==> config.mk <==
export PLATFORM = sky130hd
export DESIGN_NAME = seq_divider_32
export DESIGN_NICKNAME = d
export VERILOG_FILES = /design/src/rtl/seq_divider_32.sv
export SDC_FILE = /design/constraint.sdc
export NUM_CORES = 1
export LEC_CHECK = 0
export CAP_MARGIN = 25
export CORE_ASPECT_RATIO = 1.4
export CORE_MARGIN = 8
export CORE_UTILIZATION = 25
export DETAILED_ROUTE_END_ITERATION = 16
export GPL_TIMING_DRIVEN = 0
export HOLD_SLACK_MARGIN = 0.12
export PLACE_DENSITY = 0.41
export SYNTH_ARGS = -nofsm -noshare
export SYNTH_HDL_FRONTEND = slang
export SYNTH_SLANG_ARGS = --single-unit
==> constraint.sdc <==
create_clock -name clk -period 16.4 [get_ports clk]
set_input_delay 3.28 -clock clk [delete_from_list [all_inputs] [get_ports clk]]
set_output_delay 3.28 -clock clk [all_outputs]
set_load 0.02 [all_outputs]
==> src/rtl/seq_divider_32.sv <==
// Purpose: multi-cycle signed non-restoring divider, result packed as {remainder, quotient}.
// Latency: done pulses WIDTH+2 edges after the accepting edge (counting it); one edge for divide-by-zero.
// Backpressure: start is only taken in IDLE or DONE; start while busy is dropped with no side effects.
module seq_divider_32 #(
    parameter int WIDTH = 32
) (
    input  logic                 clk,
    input  logic                 clr,
    input  logic                 start,
    input  logic [WIDTH-1:0]     dividend,
    input  logic [WIDTH-1:0]     divisor,
    output logic                 busy,
    output logic                 done,
    output logic                 div_by_zero,
    output logic [2*WIDTH-1:0]   result
);

    localparam int CW = $clog2(WIDTH) + 1;

    typedef enum logic [1:0] {
        S_IDLE = 2'd0,
        S_CALC = 2'd1,
        S_FIX  = 2'd2,
        S_DONE = 2'd3
    } state_t;

    state_t state, state_nxt;

    // Partial remainder carries one extra sign bit so add/sub never overflows.
    logic [WIDTH:0]   rem;
    logic [WIDTH-1:0] quo;
    logic [WIDTH-1:0] dvs;
    logic [CW-1:0]    cnt;
    logic             sign_q;
    logic             sign_r;

    logic             can_start;
    logic             divisor_zero;
    logic [WIDTH-1:0] dividend_mag;
    logic [WIDTH-1:0] divisor_mag;
    logic [WIDTH:0]   rem_sh;
    logic [WIDTH:0]   rem_step;
    logic [WIDTH-1:0] quo_sh;
    logic [WIDTH-1:0] rem_fix;
    logic [WIDTH-1:0] rem_out;
    logic [WIDTH-1:0] quo_out;

    // Operand magnitudes and one non-restoring step; 0x80..0 maps to unsigned 2^(W-1).
    always_comb begin
        can_start    = start && (state == S_IDLE || state == S_DONE);
        divisor_zero = (divisor == '0);
        dividend_mag = dividend[WIDTH-1] ? -dividend : dividend;
        divisor_mag  = divisor[WIDTH-1]  ? -divisor  : divisor;
        rem_sh       = {rem[WIDTH-1:0], quo[WIDTH-1]};
        rem_step     = rem[WIDTH] ? (rem_sh + {1'b0, dvs}) : (rem_sh - {1'b0, dvs});
        quo_sh       = {quo[WIDTH-2:0], ~rem_step[WIDTH]};
        // Restored remainder lies in [0, D), so the low W bits are exact.
        rem_fix      = rem[WIDTH] ? (rem[WIDTH-1:0] + dvs) : rem[WIDTH-1:0];
        rem_out      = sign_r ? -rem_fix : rem_fix;
        quo_out      = sign_q ? -quo : quo;
    end

    // State register.
    always_ff @(posedge clk) begin
        if (clr) begin
            state <= S_IDLE;
        end else begin
            state <= state_nxt;
        end
    end

    // Next-state logic.
    always_comb begin
        state_nxt = state;
        unique case (state)
            S_IDLE, S_DONE: begin
                if (start) begin
                    state_nxt = divisor_zero ? S_DONE : S_CALC;
                end else if (state == S_DONE) begin
                    state_nxt = S_IDLE;
                end
            end
            S_CALC: begin
                if (cnt == CW'(WIDTH - 1)) begin
                    state_nxt = S_FIX;
                end
            end
            S_FIX:   state_nxt = S_DONE;
            default: state_nxt = S_IDLE;
        endcase
    end

    // Datapath and registered outputs.
    always_ff @(posedge clk) begin
        if (clr) begin
            rem         <= '0;
            quo         <= '0;
            dvs         <= '0;
            cnt         <= '0;
            sign_q      <= 1'b0;
            sign_r      <= 1'b0;
            busy        <= 1'b0;
            done        <= 1'b0;
            div_by_zero <= 1'b0;
            result      <= '0;
        end else begin
            done        <= 1'b0;
            div_by_zero <= 1'b0;
            unique case (state)
                S_IDLE, S_DONE: begin
                    if (can_start) begin
                        if (divisor_zero) begin
                            result      <= {dividend, {WIDTH{1'b1}}};
                            done        <= 1'b1;
                            div_by_zero <= 1'b1;
                        end else begin
                            quo    <= dividend_mag;
                            dvs    <= divisor_mag;
                            rem    <= '0;
                            cnt    <= '0;
                            sign_q <= dividend[WIDTH-1] ^ divisor[WIDTH-1];
                            sign_r <= dividend[WIDTH-1];
                            busy   <= 1'b1;
                        end
                    end
                end
                S_CALC: begin
                    rem <= rem_step;
                    quo <= quo_sh;
                    cnt <= cnt + CW'(1);
                end
                S_FIX: begin
                    result <= {rem_out, quo_out};
                    done   <= 1'b1;
                    busy   <= 1'b0;
                end
                default: ;
            endcase
        end
    end

endmodule

* Word-level counts from Yosys, hierarchy flattened *
Cells that the tools add are included.

word-level totals
  register bits = 174
  input bits = 67
  output and inout port bits = 67
  word-level logic and storage cells = 74

cells by class
  add/sub/neg operators = 8
  equal/unequal tests = 9
  multiplexer cells = 29
  bitwise gates (word level) = 4
  reductions and logical operators = 13

operator list
  kind                 count
  $mux 32              7
  $mux 64              2
  $neg 32->32          4
  $pmux 64 s2          1
  $mux 33              3
  $pmux 33 s2          1
  $pmux 32 s2          1
  $add 33x32->33       1
  $sub 33x32->33       1
  $add 32x32->32       1
  $logic_not 32->1     1
  $mux 6               2
  $pmux 6 s2           1
  $reduce_and 3->1     4
  $mux 2               4
  $ne 2x2->1 const B   4
  $add 6x1->6 const B  1
  $eq 6x5->1 const B   1
  $pmux 2 s3           1
  $eq 2x2->1 const B   2
  $mux 1               4
  $pmux 1 s2           2
  $reduce_bool 2->1    2
  $reduce_or 2->1      2
  other kinds (8)      10

* Logic depth before layout (Yosys ltp) *
Gate-level depths: netlist of the first run.

  depth after elaboration = 5
  gate-level depth with buffers = 23
  depth with buffers taken out = 19

* Worst setup path before layout of the first run *
OpenSTA, ideal clock, no wires.

  path type = input port to flip-flop
  start = input port divisor[6]
  end = register result[41]
  library setup time = 0.137 ns
  data arrival time = 6.238 ns
  required time = 16.263 ns
  slack = 10.024 ns
  stages on the path = 10
  buffers on the path = 2
  path through = or4_1 > or3_1 > or3_1 > or2_2 > nor4_1 > nand2_1 > o21ai_1 > clkbuf_1 > clkbuf_1 > a211oi_1

between the ends
  word-level cells in the longest chain between the ends = 3

RTL lines
  what                               RTL line  text
  start: declaration                 11        input logic [WIDTH-1:0] divisor,
  $logic_not 32->1                   51        divisor_zero = (divisor == '0);
  $ne 2x2->1 (no source line)        n/a
  $reduce_and 3->1 (no source line)  n/a
  end signal: assignment             113       result <= {dividend, {WIDTH{1'b1}}};
  end signal: assignment             133       result <= {rem_out, quo_out};
  end: declaration                   15        output logic [2*WIDTH-1:0] result

Every way passes these cells.
A chain may end at the register's enable or synchronous reset.

* Final worst setup path of the first run *
  start = register rem[32]
  end = register rem[32]

between the ends
  word-level cells in the longest chain between the ends = 2

RTL lines
  what                      RTL line  text
  start: declaration        30        logic [WIDTH:0] rem;
  start signal: assignment  128       rem <= rem_step;
  $mux 33                   55        rem_step = rem[WIDTH] ? (rem_sh + {1'b0, dvs}) : (rem_sh - {1'b0, dvs});
  $pmux 33 s2               109       unique case (state)

Every way passes these cells.

==> results of run 1 <==
[path summary, 6_finish.rpt]
check | depth (start not counted) | start | endpoint | slack, ns
worst max register to register | 23 | rem[32]$_SDFFE_PP0P_ | rem[32]$_SDFFE_PP0P_ | 7.10
worst min register to register | 2 | result[39]$_SDFFE_PP0P_ | result[39]$_SDFFE_PP0P_ | 0.49
worst min-delay path | 2 | result[39]$_SDFFE_PP0P_ | result[39]$_SDFFE_PP0P_ | 0.49
worst max-delay path | 23 | rem[32]$_SDFFE_PP0P_ | rem[32]$_SDFFE_PP0P_ | 7.10
[metal layers]
metal / track usage / routed length [um] / up-vias / part of all wire
li1: - / - / 7044 / -
met1: 0.206 / 24500 / 6579 / 0.40
met2: 0.357 / 31500 / 334 / 0.51
met3: 0.0258 / 1920 / 108 / 0.031
met4: 0.102 / 3340 / 0 / 0.054
met5: 0 / 0 / - / 0
[worst max-delay path, delay by kind of cell, from the launching register on]
family	cells	cell delay (ns)
DFF	1	0.44
buffers and inverters	8	4.29
xor gates and xnor gates	2	0.66
AOI/OAI and AO/OA	10	3.18
and+or+nand+nor	2	0.29
adders and majority gates	1	0.33
[per-stage QoR]
step                      hold slack, ns  area, um^2  power (mW)  std cells
after floorplan                    0.462       13700        1.91       1862
after global placement             0.480       16000        2.50       2714
after detailed placement           0.486       16000        2.52       2719
after CTS                          0.500       16700        3.00       2751
after global routing               0.512       16700        3.21       2752
final                              0.493       16700        2.97       2752
[cell usage in the layout (no fill, tap or decap), types with 13 or more instances in the layout]
cell,instances
o41ai_1,21
or4_1,16
o21ai_0,119
xor2_1,128
ha_1,72
clkdlybuf4s50_1,131
a21oi_1,165
inv_1,40
and3_1,13
o211ai_1,15
nand2_1,229
mux2i_1,27
clkbuf_16,17
xnor2_1,62
o21a_1,17
a211oi_1,62
a31oi_1,16
a311oi_1,24
or2_2,16
nor3_1,42
a21o_1,28
dfxtp_1,174
clkbuf_1,88
or3_1,21
nor2_1,223
nand3_1,34
nor4_1,18
o31ai_1,28
nand2b_1,16
[area by class of cell]
type / count / area, um^2 / area share
Clock inverter: 15 / 225 / 0.0135
Buffer: 103 / 390 / 0.0234
Sequential cell: 174 / 3480 / 0.209
Multi-Input combinational cell: 1544 / 9720 / 0.583
Clock buffer: 17 / 425 / 0.0255
Tap cell: 721 / 902 / 0.0541
Timing Repair Buffer: 137 / 1370 / 0.0824
Inverter: 41 / 154 / 0.00923
[cells in the mapped netlist (5+ instances only)]
master / number
nor2_1: 223
or2_2: 16
o41ai_1: 21
clkbuf_1: 88
a311oi_1: 24
and2_1: 6
a21o_1: 28
xnor2_1: 62
o21a_1: 17
a21oi_1: 166
a211oi_1: 62
nand2_1: 229
o211ai_1: 15
o22ai_1: 5
or4_1: 16
a22oi_1: 6
a211o_1: 5
nor4_1: 18
nor3_1: 42
a22o_1: 11
ha_1: 72
mux2i_1: 27
o31ai_1: 28
xor2_1: 128
or3_1: 21
nand3b_1: 6
nand3_1: 34
nor2b_1: 12
buf_1: 12
nor3b_1: 5
dfxtp_1: 174
o21ai_0: 119
inv_1: 40
a31oi_1: 16
and3_1: 13
nand2b_1: 16
nand4_1: 7
o21bai_1: 8
[cells by family after synthesis]
| group | Yosys count | share of synthesized area |
|---|---|---|
| fa+ha+maj | 74 | 0.0684 |
| compound gates | 577 | 0.273 |
| flops | 174 | 0.253 |
| xor+xnor | 191 | 0.123 |
| mux | 28 | 0.0205 |
| buf+inv | 144 | 0.0396 |
| simple gates | 674 | 0.222 |
[state kept, by name, summed over array words and instances (netlist names)]
| name | cells |
|---|---|
| busy | 1 |
| sign_q | 1 |
| done | 1 |
| rem | 33 |
| cnt | 6 |
| sign_r | 1 |
| result | 64 |
| dvs | 32 |
| div_by_zero | 1 |
| quo | 32 |
| state | 2 |
[power by group through the flow]
| stage | Sequential [mW] | Clock [mW] | Combinational (mW) |
|---|---|---|---|
| 2_1_floorplan | 0.683 | 0 | 1.23 |
| 3_3_place_gp | 0.691 | 0 | 1.81 |
| 3_5_place_dp | 0.692 | 0 | 1.83 |
| 4_1_cts | 0.682 | 0.478 | 1.84 |
| 5_1_grt | 0.700 | 0.494 | 2.01 |
| 6_report | 0.681 | 0.467 | 1.82 |
==> results.json, run 1 <==
{
  "status": "finished, final reports clean",
  "ys_types": 77,
  "netlist.area_leader.share": 0.253,
  "ioPinCount": 134,
  "hold_viol": 0,
  "num_rows": 101,
  "area_growth_pct": 21.3,
  "max-clock-path-buffers": 2,
  "die_w_um": 214,
  "wl_per_cell_um": 22.3,
  "critPathCaptureType": "register",
  "crit_path_cell_trace": "buf_2 > clkbuf_1 > buf_1 > clkbuf_1 > clkbuf_1 > buf_1 > clkbuf_1 > buf_1 > nor2_1 > xor2_1 > ha_1 > nor2b_1 > o21a_1 > o21ai_0 > a21oi_1 > a221o_1 > o21ai_0 > o21ai_0 > a2111oi_0 > o21bai_1 > a21oi_1 > xor2_1 > a22o_1",
  "synth-edff-count": 0,
  "swShare": 0.505,
  "p_seq_frac": 0.229,
  "crit_slowest_cell": "buf_1",
  "ys_seq_area_frac": 0.253,
  "worst_hold_path_type": "reg -> reg",
  "path_clk_slew_ns": 0.08,
  "relSlewSlack": 0.276,
  "setup_slack_ns": 7.10,
  "start_kind": "register",
  "die_area_um2": 62900,
  "post-route-period-util": 0.567,
  "cts_setup_buffers": 0,
  "combPwrFrac": 0.614,
  "fin_tns_setup_ns": 0,
  "yosysWarnings": 0,
  "track_usage": 0.191,
  "rsz0062_at_grt": "false",
  "n_fill_cell": 5967,
  "required_ns": 16.80,
  "fin_skew_ns": 0.0106,
  "route.detailed.drc": 0,
  "leakagePower_nw": 6.13,
  "worstMarginPinSlew_ns": 1.09,
  "grt_first_pass_wirelength_um": 91100,
  "cp_common_cell": "clkbuf_1",
  "drt_iter0_markers": 701,
  "initial_utilization": 0.253,
  "pre_cts_ws_ns": 7.01,
  "grt_max_degree": 20,
  "syn_avg_cell_area_um2": 7.38,
  "cts_sinks": 174,
  "antenna_found_initial": 0,
  "wirelength_um": 61300,
  "clk_latency_ns": 0.47,
  "fin_crit_ns": 9.30,
  "diodes": 0,
  "dp_hpwl_um": 50800,
  "ys_ff_latch": 174,
  "p_int_mw": 1.47,
  "synthCells": 1862,
  "io_buffers": 131,
  "yosysTopAreaCell": "dfxtp_1",
  "vias": 14100,
  "firstDrtPassIters": 5,
  "max-vdd-ir-drop_v": 0.0000672,
  "fmax_mhz": 108,
  "cts_root_buffer": "clkbuf_16",
  "synthArstFlopShare": 0,
  "cts_hold_buf": 0,
  "syn_area_um2": 13700,
  "ant_nets": 0,
  "cp.arrival_ns": 9.69,
  "cts-htree-levels": 4,
  "critical_path_class": "reg -> reg",
  "grt_pass1_vias": 14300,
  "pwr_density_cell_nw_per_um2": 178,
  "fin_nets": 2159,
  "p_switching_mw": 1.50,
  "setup_viol": 0,
  "overflow": 0,
  "cts_buffers": 17,
  "critPathMaxStageDelay_ns": 0.77,
  "cts_tree": "yes",
  "die_h_um": 293,
  "routed_via_density": 5.11,
  "core_area_um2": 54300,
  "clockPowerShare": 0.157,
  "slew_violations": 0,
  "cts_resized": 0,
  "maxCapViolCount": 0,
  "syn_nets": 2003,
  "fin_util": 0.307,
  "ys_top_cells_by_area": "dfxtp_1 (25%), xor2_1 (8.2%), ha_1 (6.6%)",
  "critPathMaxFanout": 10,
  "ys.flop_type": "dfxtp_1",
  "place_congestion": 0.922,
  "drive_gt1_frac": 0.0355
}
No activity file was read; power rests on OpenSTA's default activity.
==> inputs of run 2 (changes only) <==
PLACE_DENSITY = 0.43   (was 0.41)
clock period = 8 ns   (was 16.4 ns; I/O delays follow)
==> results.json, run 2 (synthesis results as in run 1) <==
{
  "place_area_um2": 16000,
  "route.detailed.drc": 0,
  "area_growth_pct": 21.0,
  "ioPinCount": 134,
  "status": "finished, final reports clean",
  "reg_top3": "result (64), rem (33)",
  "critical_path_class": "reg -> reg",
  "mostFrequentLayoutCell": "nand2_1",
  "p_switching_mw": 3.02,
  "cts_buffers": 17,
  "fin_util": 0.306,
  "worstMarginPinSlew_ns": 1.17,
  "vias": 14300,
  "swShare": 0.499,
  "hold_viol": 0,
  "fin_area_um2": 16600,
  "cts-htree-levels": 4,
  "overflow": 0,
  "critPathMaxFanout": 19,
  "clockPowerShare": 0.154,
  "dp_hpwl_um": 49900,
  "leakagePower_nw": 6.12,
  "drive_gt1_frac": 0.0365,
  "fin_crit_ns": 7.24,
  "largest_reg_flops": 64,
  "fin_nets": 2156,
  "place_congestion": 0.900,
  "num_rows": 101,
  "fmax_mhz": 138,
  "slew_violations": 0,
  "cts_sinks": 174,
  "critPathCaptureType": "register",
  "rsz0062_at_grt": "false",
  "path_clk_slew_ns": 0.07,
  "track_usage": 0.188,
  "grt_pass1_vias": 14400,
  "finalNonFillerCells": 2748,
  "cts_tree": "yes",
  "die_area_um2": 62900,
  "max-clock-path-buffers": 2,
  "ant_nets": 0,
  "cts_root_buffer": "clkbuf_16",
  "post-route-period-util": 0.904,
  "fin_tns_setup_ns": 0,
  "initial_utilization": 0.253,
  "pwr_density_cell_nw_per_um2": 364,
  "layout_common_cells": "nand2_1 (229), nor2_1 (223), dfxtp_1 (174), a21oi_1 (165), clkdlybuf4s50_1 (131)",
  "grt_first_pass_wirelength_um": 90200,
  "max-vdd-ir-drop_v": 0.000141,
  "worst_hold_path_type": "reg -> reg",
  "routed_via_density": 5.19,
  "placed_cells": 2719,
  "combPwrFrac": 0.615,
  "relSlewSlack": 0.217,
  "die_w_um": 214,
  "top_register": "result",
  "maxCapViolCount": 0,
  "cts_hold_buf": 0,
  "wl_per_cell_um": 21.9,
  "p_int_mw": 3.03,
  "total_power_mw": 6.05,
  "clk_latency_ns": 0.47,
  "io_buffers": 131,
  "antenna_found_initial": 0,
  "setup_viol": 0,
  "firstDrtPassIters": 6,
  "wirelength_um": 60200,
  "drt_iter0_markers": 829,
  "p_seq_frac": 0.231,
  "diodes": 0,
  "start_kind": "register",
  "die_h_um": 293,
  "cp.arrival_ns": 7.63,
  "required_ns": 8.40,
  "grt_max_degree": 20,
  "core_area_um2": 54300,
  "fin_skew_ns": 0.0115
}
run 2: power groups by stage:
stage	Combinational, mW	Sequential, mW	Clock, mW
2_1_floorplan	2.51	1.40	0
3_3_place_gp	3.68	1.41	0
3_5_place_dp	3.72	1.42	0
4_1_cts	3.74	1.40	0.954
5_1_grt	4.12	1.43	0.979
6_report	3.72	1.40	0.934
run 2: path summary, 6_finish.rpt:
path,to,slack [ns],start,cells after the start
setup reg to reg,rem[32]$_SDFFE_PP0P_,0.76,rem[32]$_SDFFE_PP0P_,21
hold / removal,result[32]$_SDFFE_PP0P_,0.46,result[32]$_SDFFE_PP0P_,2
setup / recovery,rem[32]$_SDFFE_PP0P_,0.76,rem[32]$_SDFFE_PP0P_,21
hold reg to reg,result[32]$_SDFFE_PP0P_,0.46,result[32]$_SDFFE_PP0P_,2
run 2: worst max-delay path, cell delays in order (launching register included):
cell             delay [ns]
dfxtp_1                0.44
buf_2                  0.42
clkbuf_2               0.31
clkbuf_2               0.32
clkbuf_4               0.40
clkbuf_2               0.40
clkdlybuf4s15_2        0.54
nor2_1                 0.11
xor2_1                 0.16
ha_1                   0.32
nor2b_1                0.14
o21a_1                 0.19
o21ai_0                0.23
a21oi_1                0.26
a221o_1                0.37
o21ai_0                0.44
o21ai_0                0.35
a2111oi_1              0.58
o21bai_1               0.24
a21oi_1                0.22
xor2_1                 0.45
a22o_1                 0.23
run 2: repair_timing:
| action | in CTS | in global routing |
|---|---|---|
| gates resized for setup | 6 | 2 |
| setup buffers | 0 | 0 |
| pin swaps | 0 | 0 |
| endpoints found under the setup margin | 9 | 2 |
run 2: metrics by stage:
step / setup WS [ns] / hold WS, ns
after floorplan: 2.06 / 0.462
after global placement: -1.27 / 0.448
after detailed placement: -1.28 / 0.448
after CTS: 0.148 / 0.459
after global routing: 0.327 / 0.483
final: 0.764 / 0.460
run 2: final cells by class:
| cell class | count | area [um^2] |
|---|---|---|
| plain buffers | 101 | 398 |
| clock buffers | 19 | 443 |
| clock inverters | 12 | 170 |
| fillers | 5926 | 37700 |
| inverters | 41 | 154 |
| multi-input cells | 1544 | 9730 |
| flip-flops and latches | 174 | 3480 |
| well taps | 721 | 902 |
| repair buffers | 136 | 1370 |
run 2: per-layer routing:
metal  up-vias  routed length (um)  global-route usage
met5         -                   0                   0
met4         0                2980              0.0948
met3       101                2180              0.0249
met2       370               31000               0.352
met1      6731               24000               0.204
li1       7048                   -                   -
